<file path="config.mk">
export PLATFORM = sky130hd
export DESIGN_NAME = game_status_tracker_flat
export DESIGN_NICKNAME = d
export VERILOG_FILES = /design/src/rtl/game_status_tracker_if.sv /design/src/rtl/game_status_tracker.sv /design/src/flat_wrapper.sv
export SDC_FILE = /design/constraint.sdc
export NUM_CORES = 1
export LEC_CHECK = 0
export ABC_AREA = 0
export BUFFER_PORTS_ARGS = -buffer_cell sky130_fd_sc_hd__buf_4
export CORE_MARGIN = 3
export CORE_UTILIZATION = 45
export CTS_CLUSTER_DIAMETER = 100
export CTS_CLUSTER_SIZE = 24
export DETAILED_ROUTE_END_ITERATION = 16
export MAX_ROUTING_LAYER = met4
export PLACE_DENSITY = 0.66
export REMOVE_ABC_BUFFERS = 1
export SLEW_MARGIN = 20
export SYNTH_ARGS = -nofsm -noshare
export SYNTH_HDL_FRONTEND = slang
export SYNTH_SLANG_ARGS = --single-unit
</file>
<file path="constraint.sdc">
create_clock -name clk -period 6.4 [get_ports clk]
set_input_delay 1.92 -clock clk [delete_from_list [all_inputs] [get_ports clk]]
set_output_delay 1.92 -clock clk [all_outputs]
set_load 0.02 [all_outputs]
</file>
<file path="src/rtl/game_status_tracker_if.sv">
// game_status_tracker_if: groups the gameplay event inputs and the status
// outputs of game_status_tracker into one bundle.
//   master : the side that raises game events and reads status (game logic / bench)
//   slave  : the status tracker itself
// Optional macro HISCORE_EN adds the hi_score status field.
interface game_status_tracker_if;
  // gameplay events and level inputs
  logic        frame_tick;
  logic        start;
  logic        player_hit;
  logic        alien_kill;
  logic [2:0]  alien_row;
  logic        alien_at_bottom;
  logic [5:0]  aliens_left;

  // status outputs
  logic        finished;
  logic [1:0]  lives;
  logic [15:0] score;
  logic [3:0]  wave;
  logic        invuln;
  logic        new_wave;
`ifdef HISCORE_EN
  logic [15:0] hi_score;
`endif

  modport master (
    output frame_tick, start, player_hit, alien_kill, alien_row,
    output alien_at_bottom, aliens_left,
`ifdef HISCORE_EN
    input  hi_score,
`endif
    input  finished, lives, score, wave, invuln, new_wave
  );

  modport slave (
    input  frame_tick, start, player_hit, alien_kill, alien_row,
    input  alien_at_bottom, aliens_left,
`ifdef HISCORE_EN
    output hi_score,
`endif
    output finished, lives, score, wave, invuln, new_wave
  );
endinterface

</file>
<file path="src/rtl/game_status_tracker.sv">
// game_status_tracker: lives / BCD score / wave bookkeeping for the game.
// States: IDLE -> PLAYING <-> RESPAWN, PLAYING/RESPAWN -> WAVE_CLEAR -> PLAYING,
// PLAYING/RESPAWN -> OVER; start restarts the game from any state.
// Optional macro HISCORE_EN adds a BCD high-score register that survives
// start and clears only on reset.
module game_status_tracker #(
  parameter int START_LIVES       = 3,
  parameter int RESPAWN_FRAMES    = 120,
  parameter int WAVE_PAUSE_FRAMES = 90
) (
  input  logic                  clk,
  input  logic                  reset,
  game_status_tracker_if.slave  bus
);

  localparam logic [2:0] IDLE       = 3'd0;
  localparam logic [2:0] PLAYING    = 3'd1;
  localparam logic [2:0] RESPAWN    = 3'd2;
  localparam logic [2:0] WAVE_CLEAR = 3'd3;
  localparam logic [2:0] OVER       = 3'd4;

  localparam logic [1:0] LIVES_INIT  = 2'(START_LIVES);
  localparam logic [7:0] RESPAWN_END = 8'(RESPAWN_FRAMES);
  localparam logic [7:0] PAUSE_END   = 8'(WAVE_PAUSE_FRAMES);
  localparam logic [3:0] WAVE_MAX    = 4'd15;

  logic [2:0]  state_reg,    state_next;
  logic [1:0]  lives_reg,    lives_next;
  logic [15:0] score_reg,    score_next;
  logic [3:0]  wave_reg,     wave_next;
  logic [7:0]  cnt_reg,      cnt_next;
  logic        new_wave_reg, new_wave_next;
  logic        finished_reg;
  logic        invuln_reg;

  logic [7:0]  cnt_inc;
  logic [3:0]  kill_tens;
  logic [4:0]  carry;
  logic [15:0] bcd_sum;
  logic [15:0] score_sat;

  // points for the killed alien, expressed as the BCD tens digit
  always_comb begin
    kill_tens = 4'd1;
    if (bus.alien_row == 3'd0) begin
      kill_tens = 4'd3;
    end else if (bus.alien_row <= 3'd2) begin
      kill_tens = 4'd2;
    end
  end

  // four-digit BCD ripple adder; the addend only ever lands on the tens digit
  assign carry[0] = 1'b0;
  for (genvar gi = 0; gi < 4; gi++) begin : g_bcd
    logic [3:0] addend;
    logic [4:0] raw;
    assign addend   = (gi == 1) ? kill_tens : 4'd0;
    assign raw      = {1'b0, score_reg[gi*4 +: 4]} + {1'b0, addend} + {4'd0, carry[gi]};
    assign carry[gi+1] = (raw > 5'd9);
    assign bcd_sum[gi*4 +: 4] = carry[gi+1] ? 4'(raw - 5'd10) : raw[3:0];
  end

  // a carry out of the thousands digit means the true sum passed 9999
  assign score_sat = carry[4] ? 16'h9999 : bcd_sum;

  assign cnt_inc = cnt_reg + 8'd1;

  // next-state and bookkeeping; start overrides everything in every state
  always_comb begin
    state_next    = state_reg;
    lives_next    = lives_reg;
    score_next    = score_reg;
    wave_next     = wave_reg;
    cnt_next      = cnt_reg;
    new_wave_next = 1'b0;

    if (bus.start) begin
      state_next    = PLAYING;
      lives_next    = LIVES_INIT;
      score_next    = 16'h0000;
      wave_next     = 4'd1;
      cnt_next      = 8'd0;
      new_wave_next = 1'b1;
    end else begin
      case (state_reg)
        PLAYING, RESPAWN: begin
          // kills always score here, even when the same cycle ends the wave or game
          if (bus.alien_kill) begin
            score_next = score_sat;
          end
          if (bus.alien_at_bottom) begin
            lives_next = 2'd0;
            state_next = OVER;
          end else if ((state_reg == PLAYING) && bus.player_hit) begin
            if (lives_reg > 2'd1) begin
              lives_next = lives_reg - 2'd1;
              cnt_next   = 8'd0;
              state_next = RESPAWN;
            end else begin
              lives_next = 2'd0;
              state_next = OVER;
            end
          end else if (bus.aliens_left == 6'd0) begin
            cnt_next   = 8'd0;
            state_next = WAVE_CLEAR;
          end else if ((state_reg == RESPAWN) && bus.frame_tick) begin
            cnt_next = cnt_inc;
            if (cnt_inc == RESPAWN_END) begin
              cnt_next   = 8'd0;
              state_next = PLAYING;
            end
          end
        end

        WAVE_CLEAR: begin
          // gameplay events are ignored while the grid is being reloaded
          if (bus.frame_tick) begin
            cnt_next = cnt_inc;
            if (cnt_inc == PAUSE_END) begin
              cnt_next      = 8'd0;
              state_next    = PLAYING;
              new_wave_next = 1'b1;
              if (wave_reg != WAVE_MAX) begin
                wave_next = wave_reg + 4'd1;
              end
            end
          end
        end

        IDLE, OVER: begin
          // only start leaves these states
        end

        default: begin
          state_next = IDLE;
        end
      endcase
    end
  end

  // state registers; status flags are registered from the next state so they track it exactly
  always_ff @(posedge clk or negedge reset) begin
    if (!reset) begin
      state_reg    <= IDLE;
      lives_reg    <= 2'd0;
      score_reg    <= 16'h0000;
      wave_reg     <= 4'd0;
      cnt_reg      <= 8'd0;
      new_wave_reg <= 1'b0;
      finished_reg <= 1'b0;
      invuln_reg   <= 1'b0;
    end else begin
      state_reg    <= state_next;
      lives_reg    <= lives_next;
      score_reg    <= score_next;
      wave_reg     <= wave_next;
      cnt_reg      <= cnt_next;
      new_wave_reg <= new_wave_next;
      finished_reg <= (state_next == OVER);
      invuln_reg   <= (state_next == RESPAWN);
    end
  end

  assign bus.finished = finished_reg;
  assign bus.lives    = lives_reg;
  assign bus.score    = score_reg;
  assign bus.wave     = wave_reg;
  assign bus.invuln   = invuln_reg;
  assign bus.new_wave = new_wave_reg;

`ifdef HISCORE_EN
  logic [15:0] hi_score_reg;

  // BCD digits are ordered, so a plain magnitude compare is a valid BCD compare
  always_ff @(posedge clk or negedge reset) begin
    if (!reset) begin
      hi_score_reg <= 16'h0000;
    end else if ((state_reg == OVER) && (score_reg > hi_score_reg)) begin
      hi_score_reg <= score_reg;
    end
  end

  assign bus.hi_score = hi_score_reg;
`endif

endmodule

</file>
<file path="src/flat_wrapper.sv">
// flat-port wrapper written by rule: the top's interface ports become plain ports
module game_status_tracker_flat 
#(
  parameter int START_LIVES       = 3,
  parameter int RESPAWN_FRAMES    = 120,
  parameter int WAVE_PAUSE_FRAMES = 90
)
  (clk, reset, bus_frame_tick, bus_start, bus_player_hit, bus_alien_kill, bus_alien_row, bus_alien_at_bottom, bus_aliens_left, bus_finished, bus_lives, bus_score, bus_wave, bus_invuln, bus_new_wave);
  game_status_tracker_if bus_i ();
  input  logic clk;
  input  logic reset;
  input wire logic [$bits(bus_i.frame_tick)-1:0] bus_frame_tick;
  input wire logic [$bits(bus_i.start)-1:0] bus_start;
  input wire logic [$bits(bus_i.player_hit)-1:0] bus_player_hit;
  input wire logic [$bits(bus_i.alien_kill)-1:0] bus_alien_kill;
  input wire logic [$bits(bus_i.alien_row)-1:0] bus_alien_row;
  input wire logic [$bits(bus_i.alien_at_bottom)-1:0] bus_alien_at_bottom;
  input wire logic [$bits(bus_i.aliens_left)-1:0] bus_aliens_left;
  output wire logic [$bits(bus_i.finished)-1:0] bus_finished;
  output wire logic [$bits(bus_i.lives)-1:0] bus_lives;
  output wire logic [$bits(bus_i.score)-1:0] bus_score;
  output wire logic [$bits(bus_i.wave)-1:0] bus_wave;
  output wire logic [$bits(bus_i.invuln)-1:0] bus_invuln;
  output wire logic [$bits(bus_i.new_wave)-1:0] bus_new_wave;
  assign bus_i.frame_tick = bus_frame_tick;
  assign bus_i.start = bus_start;
  assign bus_i.player_hit = bus_player_hit;
  assign bus_i.alien_kill = bus_alien_kill;
  assign bus_i.alien_row = bus_alien_row;
  assign bus_i.alien_at_bottom = bus_alien_at_bottom;
  assign bus_i.aliens_left = bus_aliens_left;
  assign bus_finished = bus_i.finished;
  assign bus_lives = bus_i.lives;
  assign bus_score = bus_i.score;
  assign bus_wave = bus_i.wave;
  assign bus_invuln = bus_i.invuln;
  assign bus_new_wave = bus_i.new_wave;
  game_status_tracker #(.START_LIVES(START_LIVES), .RESPAWN_FRAMES(RESPAWN_FRAMES), .WAVE_PAUSE_FRAMES(WAVE_PAUSE_FRAMES)) u_core (.clk(clk), .reset(reset), .bus(bus_i));
endmodule
</file>
Yosys cells after proc, flatten, opt, wreduce, memory -nomap -nowiden. Cells that the tools add are included.

Flip-flop bits (word level): 36. Input port bits: 16. Output and inout bits: 25.

Add/subtract/negate cells: 10. $lt $le $gt $ge: 6. Equal/unequal tests: 13. Muxes and demuxes: 43. Reductions and logical operators: 21.

Operators by type and width (number): two-way mux 8 bit (9); two-way mux 16 bit (4); two-way mux 4 bit (8); two-way mux 3 bit (9); equality test 8 x 7 -> 1 bit (second input constant) (2); case mux 8 bit (2 select lines) (1); > comparator 5 x 4 -> 1 bit (second input constant) (3); two-way mux 2 bit (7); nonzero test 2 bit (6); subtractor 4 bit (second input constant) (3); adder 4 x 1 -> 5 bit (2); equality test 3 x 2 -> 1 bit (second input constant) (3); case mux 3 bit (3 select lines) (1); nonzero test 3 bit (3); adder 8 x 1 -> 8 bit (second input constant) (1); inequality test 4 bit (second input constant) (2); equality test 3 bit (second input constant) (2); zero test 3 bit (2); zero test 6 bit (1); inequality test 3 bit (second input constant) (2); adder 4 x 2 -> 5 bit (1); adder 5 x 1 -> 5 bit (1); inequality test 5 x 2 -> 1 bit (second input constant) (1); AND reduction 5 bit (1); 12 further kinds (18).

Depth between registers and ports, before layout.
Depth in word-level cells: 14. Gate-level depth with buffers: 25. Gate-level depth less buffers: 24.

Worst setup path after synthesis. OpenSTA, ideal clock, no wires.

Path type: input to register. Start point: input bus_alien_row[0]. End point: register u_core.score_reg[10] (netlist: u_core.bus.score[10]). Data arrival time: 6.080 ns. Required time: 6.333 ns. Setup slack: 0.253 ns. Stages on the path: 21. Cell sequence: xor2_1 -> nand2b_1 -> fa_1 -> inv_1 -> fa_1 -> a221o_1 -> inv_1 -> ha_1 -> ha_1 -> clkbuf_1 -> nand3b_1 -> o22ai_1 -> a21oi_1 -> ha_1 -> ha_1 -> nor2_1 -> a41oi_1 -> o22a_1 -> or3_1 -> o32ai_1 -> a22o_1.

Word-level cells in the longest chain between the ends: 14. Elaborated cells between the ends (all ways): 17. Those cells by class: add/sub: 5; order compare: 4; mux: 7; reduce/logical: 1.

Ends and longest elaborated chain: from (decl) (line flat_wrapper.sv:16) `input wire logic [$bits(bus_i.alien_row)-1:0] bus_alien_row;`; <= comparator 3 x 2 -> 1 bit (line game_status_tracker.sv:47) `end else if (bus.alien_row <= 3'd2) begin`; two-way mux 2 bit (line game_status_tracker.sv:47); two-way mux 2 bit * (line game_status_tracker.sv:45) `if (bus.alien_row == 3'd0) begin`; adder 4 x 2 -> 5 bit * (line game_status_tracker.sv:58) `assign raw = {1'b0, score_reg[gi*4 +: 4]} + {1'b0, addend} + {4'd0, carry[gi]};`; adder 5 x 1 -> 5 bit * (line game_status_tracker.sv:58); > comparator 5 x 4 -> 1 bit * (line game_status_tracker.sv:59) `assign carry[gi+1] = (raw > 5'd9);`; adder 4 x 1 -> 5 bit * (line game_status_tracker.sv:58); > comparator 5 x 4 -> 1 bit (line game_status_tracker.sv:59); adder 4 x 1 -> 5 bit (line game_status_tracker.sv:58); > comparator 5 x 4 -> 1 bit (line game_status_tracker.sv:59); two-way mux 16 bit * (line game_status_tracker.sv:64) `assign score_sat = carry[4] ? 16'h9999 : bcd_sum;`; two-way mux 16 bit * (line game_status_tracker.sv:88) `if (bus.alien_kill) begin`; two-way mux 16 bit * (line game_status_tracker.sv:85) `case (state_reg)`; two-way mux 16 bit * (line game_status_tracker.sv:77) `if (bus.start) begin`; to (signal assigned) (line game_status_tracker.sv:155) `score_reg <= score_next;`; to (decl) (line game_status_tracker.sv:29) `logic [15:0] score_reg, score_next;`.

Mark *: on every way between the ends. The rest lies on a longest branch, timed or not. The select of a mux whose other input is x is not followed. A chain may end at the register's enable or synchronous reset.

Worst setup path in the final report.
Start point: input bus_alien_row[1]. End point: register u_core.score_reg[10] (netlist: u_core.bus.score[10]).

The elaborated chain is that of the path after synthesis.

==> results.txt <==
Congestion Overflow GR - 0
PwrDens - 199 mW/mm^2
Syn. warnings - 0
Core area - 0.00524 sq mm
TritonCTS Buffers - 5
Fin cells - 402
Vias/cell - 5.71
Comb pwr share - 0.260
Slew Limit Fails - 0
Slew HR - 0.406
CP max FO - 5
FMAX - 164 MHz
Yosys reg bits - 36
Worst Path Arrival - 6310 ps
Switch share - 0.316
Req. time, crit path - 6630 ps
ANT nets after route - 0
Worst setup EP type - flop
Netlist Area Pre-Place - 0.00249 sq mm
Largest net degree at the start of global routing - 37
Max_cap viols - 0
DP Cell Count - 394
Mapped Cells - 292
Port Buf Inserts - 40
Die height - 80.4 microns
Sequential fraction of the synthesis area - 0.361
Setup TNS - 0 ps
Capture point of the worst path - u_core.bus.score[10]
Mean Syn Cell Area - 8.54 sq um
Clk root buf - clkbuf_8
Detailed Route WL - 5640 microns
Layout Nets - 361
Starting Density - 0.476
Core Rows - 26
Top_reg_cell synth - dfrtp_1
R2R Path End - u_core.bus.score[10]
Max VDD drop - 118 uV
Post-synth ARST share - 1.00
Skew-Pair Late Insertion Delay - 290 ps
Sequential share of power - 0.442
Max FFs per register - 16
Clk slew on worst S/H paths - 70 ps
Endpoints failing hold - 0
Min-delay worst type - flop to flop
Cell variety after synth - 61
First-pass DRT Iterations - 4
Clk pwr share - 0.298
Final Setup Violations - 0
Worst setup SP type - input port
Worst reg2reg setup slack - 1580 ps
Internal - 404 uW
Clock skew - 5.21 ps
Die area - 0.00647 sq mm
Worst Tran Pin Value - 885 ps
DRT iter0 DRCs - 126
CP Class - input port to flop
First-pass GRT wire length - 9650 microns
RSZ-0062 raised after global routing - false
DRC Markers - 0
Run status - finished, final reports clean
Ratio of final minimum period to clock period - 0.951
H-tree levels - 2
Vias - 2294
ANT cells - 0
Initial antenna violation count - 0
Total track usage - 0.192
CP startpoint - bus_alien_row[1]
Net switching power - 187 uW
Vias in the first global route - 2085
P_leak - 1.34 nW
CTS tree - built
R2r startpoint - u_core.bus.score[2]
Placer Congestion - 0.807
Final HPWL DP - 4080 microns
Num ports - 41
Wire per inst - 14.0 microns
TritonCTS Sinks - 36
Post-synth EDFFs - 0
CTS Buffer Depth - 2
Final min period - 6080 ps
Syn-to-layout area delta - 19.2%
FF-to-FF path depth - 23
Layout cell share with drive strength beyond 1 - 0.187
Chip Width - 80.4 microns
==> how the worst min path moves through the flow <==
stage                             start                   to  cells past startpoint  slack [ps]
floorplan             u_core.cnt_reg[5]    u_core.cnt_reg[5]                      1         500
global placement    u_core.bus.score[0]  u_core.bus.score[0]                      2         480
detailed placement  u_core.bus.score[0]  u_core.bus.score[0]                      2         520
CTS                 u_core.bus.lives[1]  u_core.bus.lives[1]                      1         530
global route        u_core.bus.lives[1]  u_core.bus.lives[1]                      1         560
finish              u_core.bus.score[0]  u_core.bus.score[0]                      2         520
==> power groups by stage <==
stage | Clock [mW] | Combinational (mW) | Sequential [mW]
6_report | 0.176 | 0.153 | 0.261
5_1_grt | 0.195 | 0.172 | 0.264
4_1_cts | 0.183 | 0.153 | 0.261
3_5_place_dp | 0 | 0.152 | 0.265
3_3_place_gp | 0 | 0.150 | 0.265
2_1_floorplan | 0 | 0.0838 | 0.274
==> synthesized netlist by cell type (4+ instances only) <==
| library cell | instances | area, sq um |
|---|---|---|
| a21o_1 | 8 | 60.1 |
| a21oi_1 | 22 | 110 |
| and3_1 | 6 | 37.5 |
| buf_2 | 4 | 20.0 |
| clkbuf_1 | 7 | 26.3 |
| dfrtp_1 | 36 | 901 |
| ha_1 | 11 | 138 |
| inv_1 | 17 | 63.8 |
| mux2i_1 | 4 | 40.0 |
| nand2_1 | 23 | 86.3 |
| nand2b_1 | 9 | 56.3 |
| nand3_1 | 8 | 40.0 |
| nor2_1 | 23 | 86.3 |
| nor2b_1 | 7 | 43.8 |
| nor3_1 | 16 | 80.1 |
| nor4_1 | 4 | 25.0 |
| o21ai_0 | 12 | 60.1 |
| o21ai_1 | 4 | 20.0 |
| or3_1 | 5 | 31.3 |
| xnor2_1 | 6 | 52.6 |
==> kinds of logic (layout without fill, tap and decap cells) <==
kind of cell | Yosys count | after routing | share of synthesized area
xor gates and xnor gates | 7 | 7 | 0.0246
DFF | 36 | 36 | 0.361
muxes | 5 | 5 | 0.0206
and+or+nand+nor | 116 | 116 | 0.242
AOI/OAI and AO/OA | 85 | 85 | 0.232
adders and majority gates | 13 | 13 | 0.0712
buffers and inverters | 30 | 70 | 0.0487
==> placed cells by master (no fill, tap or decap), drive strengths merged, types with 9 or more instances in the layout <==
| cell | instances |
|---|---|
| a21oi | 23 |
| buf | 46 |
| dfrtp | 36 |
| ha | 11 |
| nand2b | 9 |
| nor2 | 23 |
| nand2 | 24 |
| nor3 | 16 |
| o21ai | 16 |
| inv | 17 |
==> critical path, stage by stage <==
cell and delay [ps]:
buf_4 120, xor2_1 150, nand2b_1 90, fa_1 200
inv_1 60, fa_1 420, nand2b_1 210, o21ai_0 160
a221o_1 230, inv_1 60, ha_1 190, ha_1 370
inv_1 110, a21oi_1 140, o22ai_1 100, a21oi_2 150
ha_2 220, ha_1 240, nor2_1 90, a41oi_1 50
o22a_1 250, or3_1 370, o32ai_1 250, a22o_1 160
==> layout make-up <==
class,count,area (sq um)
multi-input combinational,226,1480
sequential,36,901
fill,494,2270
inverter,17,63.8
tap,70,87.6
timing repair buffer,46,345
clock buffer,7,96.3
==> metal layers <==
| layer | vias to the layer above | GRT usage | share of wire |
|---|---|---|---|
| met4 | 0 | 0.0507 | 0.010 |
| met1 | 1103 | 0.259 | 0.48 |
| li1 | 1133 | - | - |
| met5 | - | - | 0 |
| met2 | 50 | 0.297 | 0.47 |
| met3 | 8 | 0.0370 | 0.042 |
==> per-stage QoR <==
step                      hold slack (ps)  setup WS (ps)  utilization  power [mW]  instance area [sq um]
after detailed placement              515           9.16        0.546       0.418                   2860
final                                 522            316        0.567       0.590                   2970
after global placement                481            149        0.546       0.415                   2860
after CTS                             534            293        0.565       0.597                   2960
after floorplan                       496            189            -       0.358                   2440
after global routing                  559           31.3        0.567       0.630                   2970
==> what timing repair did <==
item                                    4_1_cts  5_1_grt
resized for setup                             0        2
hold buffers                                  0        0
buffers inserted                              0        1
endpoints found under the hold margin         0        0
endpoints found under the setup margin        0        1
(Power assumes the default switching activity.)
